**src/rtl/branch_predictor_pkg.sv**
```systemverilog
// Shared pipeline definitions: branch-type encodings, type predicates and BHT constants.
// Used by the predictor and the resolve stage.
package branch_predictor_pkg;

    typedef enum logic [3:0] {
        BT_NONE  = 4'h0,
        BT_BRCC  = 4'h1,
        BT_BRCS  = 4'h2,
        BT_BREQ  = 4'h3,
        BT_BRN   = 4'h4,
        BT_BRNE  = 4'h5,
        BT_CALL  = 4'h6,
        BT_RET   = 4'h7,
        BT_RETID = 4'h8,
        BT_RETIE = 4'h9
    } branch_type_e;

    // Weak not-taken: one taken outcome is enough to flip the prediction.
    localparam logic [1:0] CNT_RESET = 2'b01;

    function automatic logic is_conditional(input logic [3:0] t);
        return (t == BT_BRCC) || (t == BT_BRCS) || (t == BT_BREQ) || (t == BT_BRNE);
    endfunction

    function automatic logic is_always_taken(input logic [3:0] t);
        return (t == BT_BRN) || (t == BT_CALL) || (t == BT_RET) ||
               (t == BT_RETID) || (t == BT_RETIE);
    endfunction

endpackage

```
**src/rtl/branch_predictor_if.sv**
```systemverilog
// Fetch-side prediction, resolve-side update and statistics signals of the branch predictor.
interface branch_predictor_if #(
    parameter int CNT_WIDTH = 16
);
    logic [9:0]           FETCH_PC;
    logic [3:0]           FETCH_BRANCH_TYPE;
    logic                 BRANCH_PREDICTED;
    logic                 UPD_VALID;
    logic [9:0]           UPD_PC;
    logic [3:0]           UPD_BRANCH_TYPE;
    logic                 UPD_TAKEN;
    logic                 UPD_MISS;
    logic [CNT_WIDTH-1:0] BRANCH_COUNT;
    logic [CNT_WIDTH-1:0] MISS_COUNT;

    modport master (
        output FETCH_PC, FETCH_BRANCH_TYPE,
        output UPD_VALID, UPD_PC, UPD_BRANCH_TYPE, UPD_TAKEN, UPD_MISS,
        input  BRANCH_PREDICTED, BRANCH_COUNT, MISS_COUNT
    );

    modport slave (
        input  FETCH_PC, FETCH_BRANCH_TYPE,
        input  UPD_VALID, UPD_PC, UPD_BRANCH_TYPE, UPD_TAKEN, UPD_MISS,
        output BRANCH_PREDICTED, BRANCH_COUNT, MISS_COUNT
    );
endinterface

```
**src/rtl/branch_predictor_sat_counter2.sv**
```systemverilog
// Next-state logic of a 2-bit saturating up/down counter (00 strong-NT .. 11 strong-T).
module sat_counter2 (
    input  logic [1:0] i_cnt,
    input  logic       i_taken,
    output logic [1:0] o_next
);
    always_comb begin
        o_next = i_cnt;
        if (i_taken) begin
            if (i_cnt != '1) o_next = i_cnt + 2'd1;
        end else begin
            if (i_cnt != '0) o_next = i_cnt - 2'd1;
        end
    end
endmodule

```
**src/rtl/branch_predictor.sv**
```systemverilog
// Bimodal branch predictor: untagged table of 2-bit counters indexed by low PC bits,
// with saturating branch/mispredict statistics.
module branch_predictor
    import branch_predictor_pkg::*;
#(
    parameter int IDX_BITS  = 4,
    parameter int CNT_WIDTH = 16
) (
    input  logic               CLK,
    input  logic               RST,
    branch_predictor_if.slave  bp
);
    localparam int ENTRIES = 2 ** IDX_BITS;

    logic [1:0]           r_bht [ENTRIES];
    logic [CNT_WIDTH-1:0] r_branch_cnt;
    logic [CNT_WIDTH-1:0] r_miss_cnt;

    logic [IDX_BITS-1:0]  w_fetch_idx;
    logic [IDX_BITS-1:0]  w_upd_idx;
    logic [1:0]           w_upd_next;
    logic                 w_upd_cond;
    logic                 w_unused;

    assign w_fetch_idx = bp.FETCH_PC[IDX_BITS-1:0];
    assign w_upd_idx   = bp.UPD_PC[IDX_BITS-1:0];
    assign w_upd_cond  = is_conditional(bp.UPD_BRANCH_TYPE);
    assign w_unused    = ^{bp.FETCH_PC[9:IDX_BITS], bp.UPD_PC[9:IDX_BITS]};

    sat_counter2 u_sat (
        .i_cnt   (r_bht[w_upd_idx]),
        .i_taken (bp.UPD_TAKEN),
        .o_next  (w_upd_next)
    );

    // Reads the registered table only, so a same-cycle update is not bypassed.
    always_comb begin
        bp.BRANCH_PREDICTED = 1'b0;
        if (is_always_taken(bp.FETCH_BRANCH_TYPE))
            bp.BRANCH_PREDICTED = 1'b1;
        else if (is_conditional(bp.FETCH_BRANCH_TYPE))
            bp.BRANCH_PREDICTED = r_bht[w_fetch_idx][1];
    end

    always_ff @(posedge CLK) begin
        if (RST) begin
            r_bht        <= '{default: CNT_RESET};
            r_branch_cnt <= '0;
            r_miss_cnt   <= '0;
        end else if (bp.UPD_VALID) begin
            if (w_upd_cond) begin
                r_bht[w_upd_idx] <= w_upd_next;
                if (r_branch_cnt != '1) r_branch_cnt <= r_branch_cnt + CNT_WIDTH'(1);
            end
            if (bp.UPD_MISS && (r_miss_cnt != '1))
                r_miss_cnt <= r_miss_cnt + CNT_WIDTH'(1);
        end
    end

    assign bp.BRANCH_COUNT = r_branch_cnt;
    assign bp.MISS_COUNT   = r_miss_cnt;

endmodule

```
**src/flat_wrapper.sv**
```systemverilog
// flat-port wrapper written by rule: the top's interface ports become plain ports
module branch_predictor_flat import branch_predictor_pkg::*;
#(
    parameter int IDX_BITS  = 4,
    parameter int CNT_WIDTH = 16
)
  (CLK, RST, bp_FETCH_PC, bp_FETCH_BRANCH_TYPE, bp_UPD_VALID, bp_UPD_PC, bp_UPD_BRANCH_TYPE, bp_UPD_TAKEN, bp_UPD_MISS, bp_BRANCH_PREDICTED, bp_BRANCH_COUNT, bp_MISS_COUNT);
  branch_predictor_if #(.CNT_WIDTH(CNT_WIDTH)) bp_i ();
  input  logic CLK;
  input  logic RST;
  input wire logic [$bits(bp_i.FETCH_PC)-1:0] bp_FETCH_PC;
  input wire logic [$bits(bp_i.FETCH_BRANCH_TYPE)-1:0] bp_FETCH_BRANCH_TYPE;
  input wire logic [$bits(bp_i.UPD_VALID)-1:0] bp_UPD_VALID;
  input wire logic [$bits(bp_i.UPD_PC)-1:0] bp_UPD_PC;
  input wire logic [$bits(bp_i.UPD_BRANCH_TYPE)-1:0] bp_UPD_BRANCH_TYPE;
  input wire logic [$bits(bp_i.UPD_TAKEN)-1:0] bp_UPD_TAKEN;
  input wire logic [$bits(bp_i.UPD_MISS)-1:0] bp_UPD_MISS;
  output wire logic [$bits(bp_i.BRANCH_PREDICTED)-1:0] bp_BRANCH_PREDICTED;
  output wire logic [$bits(bp_i.BRANCH_COUNT)-1:0] bp_BRANCH_COUNT;
  output wire logic [$bits(bp_i.MISS_COUNT)-1:0] bp_MISS_COUNT;
  assign bp_i.FETCH_PC = bp_FETCH_PC;
  assign bp_i.FETCH_BRANCH_TYPE = bp_FETCH_BRANCH_TYPE;
  assign bp_i.UPD_VALID = bp_UPD_VALID;
  assign bp_i.UPD_PC = bp_UPD_PC;
  assign bp_i.UPD_BRANCH_TYPE = bp_UPD_BRANCH_TYPE;
  assign bp_i.UPD_TAKEN = bp_UPD_TAKEN;
  assign bp_i.UPD_MISS = bp_UPD_MISS;
  assign bp_BRANCH_PREDICTED = bp_i.BRANCH_PREDICTED;
  assign bp_BRANCH_COUNT = bp_i.BRANCH_COUNT;
  assign bp_MISS_COUNT = bp_i.MISS_COUNT;
  branch_predictor #(.IDX_BITS(IDX_BITS), .CNT_WIDTH(CNT_WIDTH)) u_core (.CLK(CLK), .RST(RST), .bp(bp_i));
endmodule
```
**config.mk**
```make
export PLATFORM = sky130hd
export DESIGN_NAME = branch_predictor_flat
export DESIGN_NICKNAME = d
export VERILOG_FILES = /design/src/rtl/branch_predictor_pkg.sv /design/src/rtl/branch_predictor_if.sv /design/src/rtl/branch_predictor_sat_counter2.sv /design/src/rtl/branch_predictor.sv /design/src/flat_wrapper.sv
export SDC_FILE = /design/constraint.sdc
export NUM_CORES = 1
export LEC_CHECK = 0
export ABC_AREA = 1
export CAP_MARGIN = 10
export CORE_MARGIN = 2
export CORE_UTILIZATION = 53
export DETAILED_ROUTE_END_ITERATION = 16
export PLACE_DENSITY = 0.87
export SYNTH_ARGS = -nofsm -noshare
export SYNTH_HDL_FRONTEND = slang
export SYNTH_SLANG_ARGS = --single-unit
```
**constraint.sdc**
```tcl
create_clock -name CLK -period 2.16 [get_ports CLK]
set_clock_uncertainty 0.15 [all_clocks]
set_input_delay 0.648 -clock CLK [delete_from_list [all_inputs] [get_ports CLK]]
set_output_delay 0.648 -clock CLK [all_outputs]
set_load 0.05 [all_outputs]
```
; Word-level counts from Yosys, hierarchy flattened
; Index checks and enable logic that the tools add are counted.
[word_totals]
in_bits = 33
output_inout_bits = 33
register_bits = 64
elab_cells = 73
[classes]
n_reduce_logical = 16
n_eq_ne = 16
bitwise = 2
addsub = 4
n_mux = 14
n_lt_le_gt_ge = 3
[op_table]
columns = op, count
row1 = $add 16x1->16 const B, 2
row2 = $bwmux 32, 1
row3 = $ne 16x16->1 const B, 2
row4 = $eq 4x3->1 const B, 5
row5 = $bmux 2 s4, 2
row6 = $eq 4x2->1 const B, 4
row7 = $mux 2, 8
row8 = $ge 5x5->1 const B, 2
row9 = $logic_or 1x1->1, 10
row10 = $not 4->5, 2
row11 = $demux 2 s4, 1
row12 = $eq 4x1->1 const B, 2
row13 = $eq 4x4->1 const B, 2
row14 = $lt 5x1->1 const B, 1
row15 = $reduce_and 2->1, 2
row16 = $reduce_and 3->1, 1
row17 = $add 2x1->2 const B, 1
row18 = $logic_and 1x1->1, 2
row19 = $mux 1, 2
row20 = $ne 2x2->1 const B, 1
row21 = $reduce_bool 2->1, 1
row22 = $sub 2x1->2 const B, 1

; Logic depth before layout (Yosys ltp)
; Gate-level depths: netlist (run 1).
[logic_depth]
ltp_word = 8
ltp_mapped = 15
mapped_depth_nobuf = 13

; Hierarchy
; Synthesis (run 1) repeated with hierarchy kept, for this count alone.
[unflattened]
cells_unflattened = 571
hier_area_um2 = 3767.4
[by_module_without_submodules]
columns = mod, n_inst, seq_area_each_um2, area_per_inst_um2, cells_per_inst
row1 = branch_predictor, 1, 1281.2, 3742.3, 565
row2 = sat_counter2, 1, 0.0, 25.0, 6

; Worst setup path after synthesis (run 1)
; OpenSTA, ideal clock, no wires.
[synth_timing]
path_kind = input to output
from = input port bp_FETCH_PC[0]
to = output port bp_BRANCH_PREDICTED
t_required_ps = 1362
setup_slack_ps = -319
stages = 7
t_arrival_ps = 1681
path_buffers = 1
path_cell_list = clkbuf_1 > a21oi_1 > o21ai_0 > nand2_1 > o211ai_1 > nand3_1 > nand2_1
[synth_via]
elab_chain_cells = 6
[synth_rtl]
columns = item, line
row1 = from (decl), flat_wrapper.sv:11  ; input wire logic [$bits(bp_i.FETCH_PC)-1:0] bp_FETCH_PC;
row2 = $not 4->5 (implied by the code), branch_predictor.sv:42  ; bp.BRANCH_PREDICTED = r_bht[w_fetch_idx][1];
row3 = $bmux 2 s4, branch_predictor.sv:42
row4 = $mux 2 (implied by the code) (2 in series), branch_predictor.sv:42
row5 = $mux 1, branch_predictor.sv:41  ; else if (is_conditional(bp.FETCH_BRANCH_TYPE))
row6 = $mux 1, branch_predictor.sv:39  ; if (is_always_taken(bp.FETCH_BRANCH_TYPE))
row7 = to (decl), flat_wrapper.sv:18  ; output wire logic [$bits(bp_i.BRANCH_PREDICTED)-1:0] bp_BRANCH_PREDICTED;
; No other way between the ends. The select of a mux whose other input is x is not followed.

; Worst setup path in the final report (run 1)
; Same ends and word-level chain as after synthesis.

==> results.json, run 1 <==
{
  "synth_cells": 618,
  "cts_root_buf": "clkbuf_8",
  "yosys.area.top_type": "dfxtp_1",
  "cts_hold_buf": 0,
  "clock-sinks": 64,
  "clock_latency_ns": 0.35,
  "clk_pin_slew_ns": 0.06,
  "crit_type": "in2out",
  "num_vias": 4329,
  "htreeDepth": 3,
  "ys_types": 29,
  "path_max_fanout": 6,
  "ant_nets": 0,
  "syn-cell-area_um2": 3740,
  "gp_congestion": 0.909,
  "drive_gt1_share_pct": 19.2,
  "cts_tree": "built",
  "grt_overflow": 0,
  "numPlacedInstances": 782,
  "violations": "negative setup slack",
  "status": "finished, violations left",
  "pin_count": 66,
  "grt_start_max_net_pins": 28,
  "maxCapViolCount": 0,
  "synth_enable_flop_cells": 0,
  "worstPathArrival_ns": 1.60,
  "avgSynthCellArea_um2": 6.06,
  "yosysWarnings": 0,
  "ys_seq_elements": 64,
  "maxSlewViolCount": 0,
  "hold_class": "reg2reg",
  "relSlewSlack_pct": 67.4,
  "end_kind": "output pin",
  "ys_seq_area_share_pct": 34.2,
  "wirelength_um": 11200,
  "core_um2": 6830,
  "fmax_ghz": 0.416,
  "initial_core_util_pct": 54.8,
  "period_needed_ns": 2.40,
  "finalHoldViolCount": 0,
  "min_period_over_period_pct": 111,
  "rsz0062_at_grt": "true",
  "hpwl_um": 7420,
  "p_leak_nw": 2.24,
  "die_w_um": 88.0,
  "fp.dieArea_um2": 7750,
  "cts.path.max_buffers": 2,
  "grt_pass1_wl_um": 17500,
  "fin_cells": 804,
  "std_cell_rows": 30,
  "viasPerCell": 5.38,
  "drcViolationCount": 0,
  "power_density_nw_per_um2": 529,
  "antenna_found_initial": 0,
  "synth_ff_type": "dfxtp_1",
  "n_antenna_cell": 0,
  "postLayoutSetupSlackWorst_ns": -0.242,
  "grt_usage_pct": 28.2,
  "drt_iter0_drc": 374,
  "synthTopCellsByArea": "dfxtp_1 (34%), nand2_1 (22%), nor2_1 (7.3%)",
  "grt_pass1_vias": 3973,
  "die_y_um": 88.0,
  "worst_pin_slew_ns": 0.488,
  "fin_nets": 738,
  "nFillCells": 551,
  "wl_per_cell_um": 13.9,
  "synth_top_area_share_pct": 34.2,
  "setup_viol": 1,
  "synth_most_common_cell": "nand2_1",
  "synth_common_cells": "nand2_1 (220), nor2_1 (73), inv_1 (69)",
  "io_buffers": 53,
  "synthToLayoutAreaGrowth_pct": 33.4,
  "power_mw": 2.64,
  "syn_nets": 653,
  "ir_drop_v": 0.000373,
  "dr.pass1.iters": 5,
  "numCtsBuffers": 9,
  "synthArstFlopShare_pct": 0,
  "startpoint_type": "input port",
  "cp_data_required_time_ns": 1.36
}
-- power breakdown --
| part | leakage [nW] | switching, mW | internal [mW] | total (mW) |
|---|---|---|---|---|
| combinational | 1.62 | 0.218 | 0.148 | 0.366 |
| sequential | 0.519 | 0.0110 | 1.19 | 1.20 |
| clock | 0.101 | 0.481 | 0.592 | 1.07 |
-- stage by stage --
step           setup WS [ns]  utilization (%)  cell area, µm²  hold slack (ns)  TNS (ns)
5_1_grt               -0.297             73.1            4990            0.339    -0.728
2_1_floorplan        -0.0747                -            3760            0.290   -0.0747
3_3_place_gp          -0.707             67.3            4600            0.299    -14.85
4_1_cts               -0.188             71.7            4900            0.322    -0.188
3_5_place_dp          -0.816             67.3            4600            0.305    -17.35
6_report              -0.242             73.1            4990            0.323    -0.242
-- worst max-delay path, stage by stage --
cell and delay, ns:
buf_12 0.11, o21ai_4 0.13, a21oi_2 0.05, a21oi_2 0.14, nand2_1 0.08, o211ai_1 0.08
nand3_1 0.14, nand2_4 0.09, buf_12 0.13
-- cell usage in the layout (no fill, tap or decap), types with 5 or more instances in the layout --
cell type and n:
o21a_1 5, nor2_2 14, xor2_1 13, clkbuf_8 11, a21oi_1 42, o21ai_0 15, buf_12 11, nand2_1 215
clkdlybuf4s50_1 9, dfxtp_1 60, nor3_1 15, xnor2_1 5, nand2_2 6, buf_4 57, nand4_1 6, nor2_1 59
nand3_1 47, inv_1 64
-- sequential cells by signal, summed over array words and instances (netlist names) --
name,count
u_core.bp.BRANCH_COUNT,16
u_core.bp.MISS_COUNT,16
u_core.r_bht,32
-- final cells by class --
class                           count  area (µm²)  share of cell area [%]
Sequential cell                    64        1290                    25.8
Clock inverter                      5        55.1                    1.10
Inverter                           72         280                    5.62
Multi-Input combinational cell    464        2190                    43.8
Clock buffer                       11         151                    3.03
Tap cell                           96         120                    2.41
Timing Repair Buffer               92         912                    18.3
-- logic make-up (layout without fill, tap and decap cells) --
group                    count (synthesis)  after routing  synth area share (%)
AO/OA/AOI/OAI                           72             72                  10.3
XOR/XNOR                                18             18                  4.21
flip-flops                              64             64                  34.2
buffers and inverters                   91            180                  10.1
adder cells (fa/ha/maj)                  2              2                 0.669
AND/OR/NAND/NOR                        371            372                  40.6
-- path summary, 6_finish.rpt --
| check | start | end | slack (ns) | cells past startpoint |
|---|---|---|---|---|
| worst min-delay path | u_core.r_bht[26]$_SDFFE_PP1P_ | u_core.r_bht[26]$_SDFFE_PP1P_ | 0.32 | 2 |
| worst min register to register | u_core.r_bht[26]$_SDFFE_PP1P_ | u_core.r_bht[26]$_SDFFE_PP1P_ | 0.32 | 2 |
| worst max-delay path | bp_FETCH_PC[0] | bp_BRANCH_PREDICTED | -0.24 | 9 |
| worst max register to register | u_core.bp.MISS_COUNT[2]$_SDFFE_PP0P_ | u_core.bp.MISS_COUNT[15]$_SDFFE_PP0P_ | 0.14 | 7 |
-- per-layer routing --
| layer | GRT usage [%] | vias to the layer above | part of all wire (%) |
|---|---|---|---|
| li1 | - | 2114 | - |
| met1 | 34.6 | 1954 | 41 |
| met2 | 49.8 | 226 | 49 |
| met3 | 4.90 | 35 | 7.7 |
| met4 | 10.1 | 0 | 2.6 |
| met5 | 0 | - | 0 |
-- what timing repair did --
item / 4_1_cts / 5_1_grt
setup buffers: 3 / 0
setup endpoints to repair: 33 / 33
cloned: 1 / 2
pin swaps: 13 / 5
resized for setup: 50 / 25
No activity file was read; power rests on OpenSTA's default activity.
==> run 2: changes to the inputs <==
--- a/config.mk
+++ b/config.mk
@@ -7,10 +7,11 @@
 export LEC_CHECK = 0
 export ABC_AREA = 1
 export CAP_MARGIN = 10
+export CORE_ASPECT_RATIO = 0.75
 export CORE_MARGIN = 2
-export CORE_UTILIZATION = 53
+export CORE_UTILIZATION = 40
 export DETAILED_ROUTE_END_ITERATION = 16
-export PLACE_DENSITY = 0.87
+export PLACE_DENSITY = 0.7
 export SYNTH_ARGS = -nofsm -noshare
 export SYNTH_HDL_FRONTEND = slang
 export SYNTH_SLANG_ARGS = --single-unit
==> run 2 against run 1 <==
The flow still finishes with violations (negative setup slack). Via count down 3.5%. Count of clock-buffer cells in the layout down 2. Final cell count up 5.1%. Cell area up 4.9%. Worst setup slack better by 0.058 ns. Sequential power about the same. Sequential share of layout area down 1.2 points. Power up 20%. Core utilization down 15 points. Largest power group is now the clock network. Highest routed layer unchanged.
==> results.json, run 2 (synthesis gave the netlist of run 1 again) <==
{
  "status": "finished, violations left",
  "violations": "negative setup slack",
  "fmax_ghz": 0.427,
  "wl_per_cell_um": 12.7,
  "hold_depth": 1,
  "maxSlewViolCount": 0,
  "hpwl_um": 7510,
  "clkPwrFrac_pct": 50.0,
  "r2r-start": "u_core.bp.MISS_COUNT[1]$_SDFFE_PP0P_",
  "maxCapViolCount": 0,
  "nFillCells": 880,
  "cts_root_buf": "clkbuf_16",
  "end_kind": "output pin",
  "rsz0062_at_grt": "true",
  "largest_reg_flops": 32,
  "fp.dieArea_um2": 10200,
  "drt_iter0_drc": 321,
  "ant_nets": 0,
  "reg2regPathDepth": 9,
  "cellInternalPower_mw": 2.36,
  "comb_power_share_pct": 11.9,
  "num_vias": 4177,
  "startpoint_type": "input port",
  "fin_util_pct": 57.6,
  "cp_cell_sequence": "buf_8, buf_6, nand3_1, nand2_1, o211ai_1, nand3_2, nand2_4, buf_12",
  "final_cell_mix": "nand2_1 (217), nor2_1 (69), buf_4 (66), inv_1 (65), dfxtp_1 (59)",
  "clock_latency_ns": 0.34,
  "grt_pass1_wl_um": 17700,
  "cp_data_required_time_ns": 1.36,
  "tns_ns": -0.183,
  "numCtsBuffers": 9,
  "grt_start_max_net_pins": 20,
  "pin_count": 66,
  "dr.pass1.iters": 5,
  "postLayoutSetupSlackWorst_ns": -0.183,
  "std_cell_rows": 30,
  "relSlewSlack_pct": 76.0,
  "final_common_cell": "nand2_1",
  "p_switching_uw": 793,
  "worstPathArrival_ns": 1.55,
  "cts_hold_buf": 0,
  "core_um2": 9080,
  "holdPathEnd": "u_core.bp.BRANCH_COUNT[0]$_SDFFE_PP0P_",
  "min_period_over_period_pct": 108,
  "htreeDepth": 3,
  "p_sw_share_pct": 25.1,
  "grt_usage_pct": 22.1,
  "ir_drop_v": 0.000497,
  "clock-sinks": 64,
  "p_leak_nw": 2.36,
  "grt_pass1_vias": 3704,
  "clk_pin_slew_ns": 0.06,
  "drcViolationCount": 0,
  "antenna_found_initial": 0,
  "fin_nets": 747,
  "gp_congestion": 0.981,
  "worst_pin_slew_ns": 0.358,
  "drive_gt1_share_pct": 18.8,
  "hold_class": "reg2reg",
  "period_needed_ns": 2.34,
  "finalHoldViolCount": 0,
  "crit_type": "in2out",
  "io_buffers": 53,
  "initial_core_util_pct": 41.2,
  "cts.path.max_buffers": 2,
  "power_frac_seq_pct": 38.1,
  "setup_viol": 1,
  "grt_overflow": 0,
  "slowest_stage": "o211ai_1",
  "r2r_slack_ns": 0.18,
  "path_max_fanout": 3,
  "fin_cells": 845,
  "die_w_um": 116,
  "timing.hold.ws_ns": 0.312,
  "cts_tree": "built",
  "die_y_um": 87.8,
  "place_ws_ns": -0.831,
  "wirelength_um": 10800,
  "power_density_nw_per_um2": 603,
  "n_antenna_cell": 0,
  "max_stage_delay_ns": 0.20,
  "hp-start": "u_core.bp.BRANCH_COUNT[0]$_SDFFE_PP0P_",
  "numPlacedInstances": 822,
  "r2r_end": "u_core.bp.MISS_COUNT[6]$_SDFFE_PP0P_",
  "top_register": "u_core.r_bht",
  "viasPerCell": 4.94,
  "synthToLayoutAreaGrowth_pct": 39.9
}
[run 2: cell count changes in the layout (fill, tap and decap cells not counted), sizes merged]
cell	previous run	this run
clkdlybuf4s15	1	0
inv	72	70
dlymetal6s2s	2	3
clkdlybuf4s50	9	8
clkbuf	13	10
dlygate4sd2	3	4
nand2	224	223
bufbuf	0	1
clkinvlp	2	3
buf	75	85
clkinv	2	4
bufinv	1	2
[run 2: metrics by stage]
stage | power, mW | cell area, µm²
2_1_floorplan | 1.41 | 3760
6_report | 3.16 | 5240
5_1_grt | 3.27 | 5240
4_1_cts | 3.16 | 5180
3_3_place_gp | 1.55 | 4710
3_5_place_dp | 1.55 | 4710
[run 2: repair_timing]
action,4_1_cts,5_1_grt
buffers inserted,4,0
gates resized for setup,52,15
pin swaps,14,8
setup endpoints to repair,33,34
gates cloned,2,1
[run 2: metal layers]
metal | track usage [%] | part of all wire [%] | wire length (µm)
met5 | 0 | 0 | 0
met4 | 5.84 | 1.2 | 133
met3 | 6.16 | 7.1 | 763
met2 | 35.1 | 45 | 4880
met1 | 29.7 | 46 | 4990
[run 2: layout make-up]
class	instances	area, µm²	area share [%]
clock buffer	9	225	4.30
clock inverter	7	96.3	1.84
inverter	72	290	5.54
multi-input combinational	463	2150	41.1
sequential	64	1290	24.6
tap	128	160	3.06
timing repair buffer	102	1030	19.6
[run 2: how the worst max path moves through the flow]
stage                              start                   to  slack [ns]  cells past startpoint
after floorplan           bp_FETCH_PC[0]  bp_BRANCH_PREDICTED       -0.07                      7
after CTS                 bp_FETCH_PC[1]  bp_BRANCH_PREDICTED       -0.18                      8
after global placement    bp_FETCH_PC[0]  bp_BRANCH_PREDICTED       -0.74                      9
after global routing      bp_FETCH_PC[0]  bp_BRANCH_PREDICTED       -0.23                      9
final                     bp_FETCH_PC[1]  bp_BRANCH_PREDICTED       -0.18                      8
after detailed placement  bp_FETCH_PC[0]  bp_BRANCH_PREDICTED       -0.83                      9
[run 2: critical path: cells and delay by family]
family | cells | cell delay [ns]
AOI/OAI and AO/OA | 1 | 0.20
buffers and inverters | 3 | 0.34
and+or+nand+nor | 4 | 0.35
[run 2: power groups by stage]
stage	combinational (mW)	clock [mW]	sequential [mW]
floorplan	0.165	0	1.24
global placement	0.321	0	1.23
detailed placement	0.327	0	1.23
CTS	0.358	1.60	1.20
global route	0.407	1.67	1.20
finish	0.376	1.58	1.20
